[src/rtl/vm80_intc.sv]
// Eight-input priority interrupt controller answering the vm80a INTA cycle with RST n,
// plus a small CPU-visible register window for mask, pending and in-service state.
module vm80_intc #(
    parameter logic [7:0] BASE     = 8'hFD,
    parameter logic [2:0] SPUR_VEC = 3'd7
) (
    input  logic        clk,
    input  logic        rst_n,
    input  logic [15:0] a,
    input  logic [7:0]  din,
    input  logic        sync,
    input  logic        dbin,
    input  logic        wr_n,
    input  logic [7:0]  irq,
    output logic        intrq,
    output logic [7:0]  dout,
    output logic        dout_en,
    output logic        inta
);

    logic [7:0] irq_s1_r, irq_s2_r, irq_s3_r;
    logic [7:0] mask_r, pend_r, isr_r;
    logic [2:0] vec_r;
    logic       vec_spur_r;
    logic       dbin_q_r;
    logic       wr_n_q_r;

    logic [7:0] edge_s;
    logic [7:0] elig_s;
    logic [2:0] win_s;
    logic       any_s;
    logic       page_hit_s;
    logic       wr_fire_s;
    logic       ack_s;
    logic [7:0] vec_oh_s;
    logic [7:0] isr_low_s;
    logic [7:0] pend_clr_s;
    logic [7:0] pend_nxt_s;
    logic [7:0] isr_nxt_s;
    logic [7:0] mask_nxt_s;
    logic       inta_nxt_s;
    logic [7:0] dout_s;
    logic       dout_en_s;

    assign edge_s     = irq_s2_r & ~irq_s3_r;
    assign page_hit_s = (a[15:8] == BASE);
    assign wr_fire_s  = wr_n_q_r & ~wr_n & page_hit_s;
    assign ack_s      = inta & dbin_q_r & ~dbin & ~vec_spur_r;
    assign vec_oh_s   = 8'd1 << vec_r;
    // Two's-complement trick isolates the lowest set in-service bit for EOI.
    assign isr_low_s  = isr_r & (~isr_r + 8'd1);

    // Eligibility: a request is blocked by any in-service level at or above its priority.
    always_comb begin
        logic blk_v;
        blk_v  = 1'b0;
        elig_s = 8'h00;
        for (int i = 0; i < 8; i++) begin
            blk_v     = blk_v | isr_r[i];
            elig_s[i] = pend_r[i] & ~mask_r[i] & ~blk_v;
        end
    end

    // Priority encode: lowest eligible index wins.
    always_comb begin
        win_s = 3'd0;
        for (int i = 7; i >= 0; i--) begin
            win_s = elig_s[i] ? i[2:0] : win_s;
        end
        any_s = |elig_s;
    end

    // Next-state for pend/isr/mask; an incoming edge beats any clear, EOI precedes ack set.
    always_comb begin
        pend_clr_s = (ack_s ? vec_oh_s : 8'h00)
                   | ((wr_fire_s && a[1:0] == 2'd1) ? din : 8'h00);
        pend_nxt_s = (pend_r & ~pend_clr_s) | edge_s;
        isr_nxt_s  = (isr_r & ~((wr_fire_s && a[1:0] == 2'd2) ? isr_low_s : 8'h00))
                   | (ack_s ? vec_oh_s : 8'h00);
        mask_nxt_s = (wr_fire_s && a[1:0] == 2'd0) ? din : mask_r;
        inta_nxt_s = sync ? din[0] : inta;
    end

    // Read-data mux: INTA opcode or register window, idle otherwise.
    always_comb begin
        dout_s    = 8'h00;
        dout_en_s = 1'b0;
        if (inta && dbin) begin
            dout_s    = 8'hC7 | {2'b00, vec_r, 3'b000};
            dout_en_s = 1'b1;
        end else if (!inta && dbin && page_hit_s) begin
            dout_en_s = 1'b1;
            case (a[1:0])
                2'd0:    dout_s = mask_r;
                2'd1:    dout_s = pend_r;
                2'd2:    dout_s = isr_r;
                2'd3:    dout_s = {5'b00000, win_s};
                default: dout_s = 8'h00;
            endcase
        end else begin
            dout_s    = 8'h00;
            dout_en_s = 1'b0;
        end
    end

    assign dout    = dout_s;
    assign dout_en = dout_en_s;

    // Controller state: synchronisers, registers, INTA tracking and the CPU interrupt line.
    always_ff @(posedge clk or negedge rst_n) begin
        if (!rst_n) begin
            irq_s1_r   <= 8'h00;
            irq_s2_r   <= 8'h00;
            irq_s3_r   <= 8'h00;
            mask_r     <= 8'hFF;
            pend_r     <= 8'h00;
            isr_r      <= 8'h00;
            vec_r      <= 3'd0;
            vec_spur_r <= 1'b0;
            dbin_q_r   <= 1'b0;
            wr_n_q_r   <= 1'b1;
            inta       <= 1'b0;
            intrq      <= 1'b0;
        end else begin
            irq_s1_r <= irq;
            irq_s2_r <= irq_s1_r;
            irq_s3_r <= irq_s2_r;
            mask_r   <= mask_nxt_s;
            pend_r   <= pend_nxt_s;
            isr_r    <= isr_nxt_s;
            dbin_q_r <= dbin;
            wr_n_q_r <= wr_n;
            inta     <= inta_nxt_s;
            intrq    <= any_s & ~inta_nxt_s;
            // Vector is frozen at status time so later mask writes cannot disturb it.
            if (sync) begin
                vec_r      <= any_s ? win_s : SPUR_VEC;
                vec_spur_r <= ~any_s;
            end else begin
                vec_r      <= vec_r;
                vec_spur_r <= vec_spur_r;
            end
        end
    end

endmodule
[config.mk]
export PLATFORM = sky130hd
export DESIGN_NAME = vm80_intc
export DESIGN_NICKNAME = d
export VERILOG_FILES = /design/src/rtl/vm80_intc.sv
export SDC_FILE = /design/constraint.sdc
export NUM_CORES = 1
export LEC_CHECK = 0
export BUFFER_PORTS_ARGS = -buffer_cell sky130_fd_sc_hd__buf_4
export CAP_MARGIN = 0
export CELL_PAD_IN_SITES_DETAIL_PLACEMENT = 0
export CELL_PAD_IN_SITES_GLOBAL_PLACEMENT = 1
export CORE_ASPECT_RATIO = 1.25
export CORE_UTILIZATION = 43
export CTS_CLUSTER_SIZE = 30
export DETAILED_ROUTE_END_ITERATION = 12
export PLACE_DENSITY_LB_ADDON = 0.1
export RECOVER_POWER = 100
export SLEW_MARGIN = 20
export SYNTH_ARGS = -nofsm -noshare
export SYNTH_HDL_FRONTEND = slang
export SYNTH_SLANG_ARGS = --single-unit
[constraint.sdc]
create_clock -name clk -period 2.65 [get_ports clk]
set_input_delay 0 -clock clk [delete_from_list [all_inputs] [get_ports clk]]
set_output_delay 0 -clock clk [all_outputs]
set_load 0.005 [all_outputs]
==> flow_summary.yaml <==
timing:
  setup-tns-final_ps: 0
  setup_viol: 0
  setup_slack_ps: 240
  rsz0062_at_grt: "no"
  timing_hold_violations_final: 0
  max_freq_mhz: 415
  hold_slack_ps: 334
  fin_crit_ps: 2410
  tightest_slew_ps: 1320
  slew_headroom_pct: 12.1
  skew_ps: 4.66
  fin_crit_sh_pct: 90.9
  drv_slew: 0
critical_path:
  ff2ff_setup_slack_ps: 370
  worstSetupEndpointType: "output port"
  cpPeakStageDelay_ps: 610
  worst-r2r-cell-count: 5
  path_cells: "or4_4 -> nor2_1 -> a21boi_0 -> nand3_1 -> a31oi_1 -> clkbuf_4"
  crit_buf_inv: 1
  cp-start-kind: "register"
  regToRegStartpoint: "wr_n_q_r"
  arrival_ps: 2410
  worstPathMaxFanout: 10
  required_ps: 2650
  worstReg2RegEnd: "mask_r[7]"
  path_delay_family: "simple AND/OR/NAND/NOR gates"
  crit_slowest_cell: "or4_4"
  path_class: "register to output port"
pwr:
  power_per_cell_area_nw_per_um2: 682
  p_seq_share_pct: 53.4
  p_int_mw: 1.47
  combPwrFrac_pct: 24.5
  leakage_nw: 1.39
  finalPower_mw: 2.12
  power.switching_mw: 0.650
  switching_share_pct: 30.7
  ir_worst_vdd_mv: 0.393
  clockPowerShare_pct: 22.0
global_routing:
  overflow: 0
  grt_max_degree: 57
  antenna_found_initial: 0
  grt_use_total_pct: 19.7
  grt_first_pass_wirelength_mm: 9.08
  grt_pass1_vias: 1863
floorplan:
  num_rows: 30
  die_h_um: 86.3
  die_area_um2: 6000
  core_area_um2: 5440
  pin_count: 48
  die_x_um: 69.5
  start_util_pct: 44.9
logic_synthesis:
  synth_fp_nets: 252
  yosys_most_used_dff: "dfrtp_1"
  yosysWarnings: 0
  yosysSeqAreaShare_pct: 57.7
  synth_area_um2: 2450
  netlist-cell-type-count: 49
  synth-edff-count: 0
  async_flop_share_pct: 100
  ys_seq_elements: 56
  synth_cells: 215
  synth.avg_cell_area_um2: 11.4
worst_hold_path:
  min_from: "a[1]"
  worstHoldEndpoint: "mask_r[4]"
  min_path_cells: 3
  hp-class: "input port to register"
finish:
  finalNonFillerCells: 348
  n_antenna_cell: 0
  syn_to_final_growth_pct: 26.7
  multi_input_comb_area_um2: 943
  regArea_um2: 1410
  fin_nets: 320
  fillers: 492
  final_area_um2: 3100
  drive_above_1_share_pct: 25.4
  final_core_util_pct: 56.9
route:
  wl_per_cell_um: 16.1
  drc_errors: 0
  avgViaCountPerCell: 5.48
  drt_first_pass_iters: 6
  detail-route-antenna-nets: 0
  drt_iter0_markers: 84
  vias: 1906
  wl_mm: 5.60
clock_network:
  cts_setup_buffers: 0
  clkLatencyLatePin_ps: 300
  htree_num_levels: 2
  cts_resized: 0
  path_clk_slew_ps: 90
  root_buffer: "clkbuf_8"
  cts_tree: "done"
  cts.path.max_buffers: 2
  hold_buffers: 20
  cts_sinks: 56
  cts-buffers-inserted: 5
placement:
  hpwl_mm: 3.89
  post-place-ws_ps: 527
  placed_area_um2: 2840
  port_buffers: 41
  dp.cells: 320
  routabilityCongestion: 0.842
job:
  drv_cap: 0
run_status:
  status: "complete, no violations"
## routing by layer
metal	part of all wire (%)	GRT usage, %	vias up
met5	0	0	-
li1	-	-	914
met3	4.2	3.60	9
met4	1.2	5.01	0
met1	46	26.3	923
met2	49	33.5	60
## worst register-to-register path: stages, from the launching register on
cell and delay, ps:
dfstp_2 520, nor2b_1 210, nand3_1 150, nor3_1 570, clkbuf_1 380, mux2_2 380
## cells in the final DEF, fill, tap and decap left out, types with 2 or more instances in the layout
cell type / Yosys / final
mux2i_1: 5 / 5
o31ai_1: 3 / 3
nor3_1: 2 / 3
a21oi_1: 8 / 8
dlygate4sd3_1: 0 / 20
clkbuf_8: 0 / 6
a211oi_1: 2 / 2
a41o_1: 2 / 2
buf_4: 1 / 22
o22a_1: 2 / 2
nand3_1: 5 / 5
o21ai_0: 12 / 12
a32o_1: 8 / 8
nand2b_1: 5 / 5
nor3b_1: 2 / 2
nand4_1: 2 / 2
clkbuf_1: 2 / 8
nor2_1: 10 / 10
a31o_2: 2 / 2
mux2_2: 10 / 10
nor2b_1: 10 / 10
inv_1: 12 / 12
nand2_1: 25 / 25
or3_1: 1 / 2
dfstp_2: 9 / 9
clkbuf_4: 0 / 18
a22o_1: 3 / 3
dfrtp_1: 47 / 47
## cells in the mapped netlist, drive strengths merged (2+ instances only)
library cell  number  area share (%)
nand3              5             1.0
nor2              10             1.5
a32o               8             3.3
inv               12             1.8
nor3               3            0.82
a31o               2            0.72
nor2b             10             2.6
o21ai             12             2.5
dfstp              9             9.7
nand2b             5             1.3
mux2i              5             2.0
clkbuf             2            0.31
buf                4             1.1
a22o               4             1.5
or3                2            0.72
a41o               2            0.82
dfrtp             47              48
nand4              2            0.51
nand2             25             3.8
o31ai              3            0.92
and2               2            0.51
nor3b              2            0.61
mux2              10             4.6
a211oi             2            0.61
o22a               2            0.72
a21oi              8             1.6
## flip-flops by register name (all words and copies together), names as in the netlist, 3 cells and up
signal and count:
irq_s3_r 8, mask_r 8, vec_r 3, irq_s2_r 8, pend_r 8, irq_s1_r 8
isr_r 8
## power by group through the flow
stage	registers (mW)	clock network, mW	logic, mW
floorplan	1.09	0	0.360
global placement	1.14	0	0.496
detailed placement	1.14	0	0.495
CTS	1.13	0.487	0.525
global route	1.15	0.513	0.572
finish	1.13	0.466	0.519
## cells by family after synthesis
kind of cell           count (synthesis)  share of synthesized area (%)
AOI/OAI and AO/OA                     52                           15.8
buffers and inverters                 18                           3.27
DFF                                   56                           57.7
muxes                                 15                           6.65
and+or+nand+nor                       74                           16.5
## final cells by class
| type | count | area share [%] |
|---|---|---|
| flip-flops and latches | 56 | 45.6 |
| multi-input cells | 141 | 30.4 |
| repair buffers | 67 | 17.0 |
| clock buffers | 8 | 2.91 |
| well taps | 64 | 2.58 |
| inverters | 12 | 1.45 |
## worst max path at each step
stage / start / to / slack [ps] / cells past startpoint
2_1_floorplan: isr_r[0] / isr_r[7] / 650 / 5
3_3_place_gp: isr_r[0] / vec_r[1] / 560 / 5
3_5_place_dp: isr_r[0] / vec_r[0] / 530 / 5
4_1_cts: isr_r[0] / dout[2] / 260 / 6
5_1_grt: isr_r[0] / dout[2] / 90 / 6
6_report: isr_r[0] / dout[2] / 240 / 6
(Power assumes the default switching activity.)
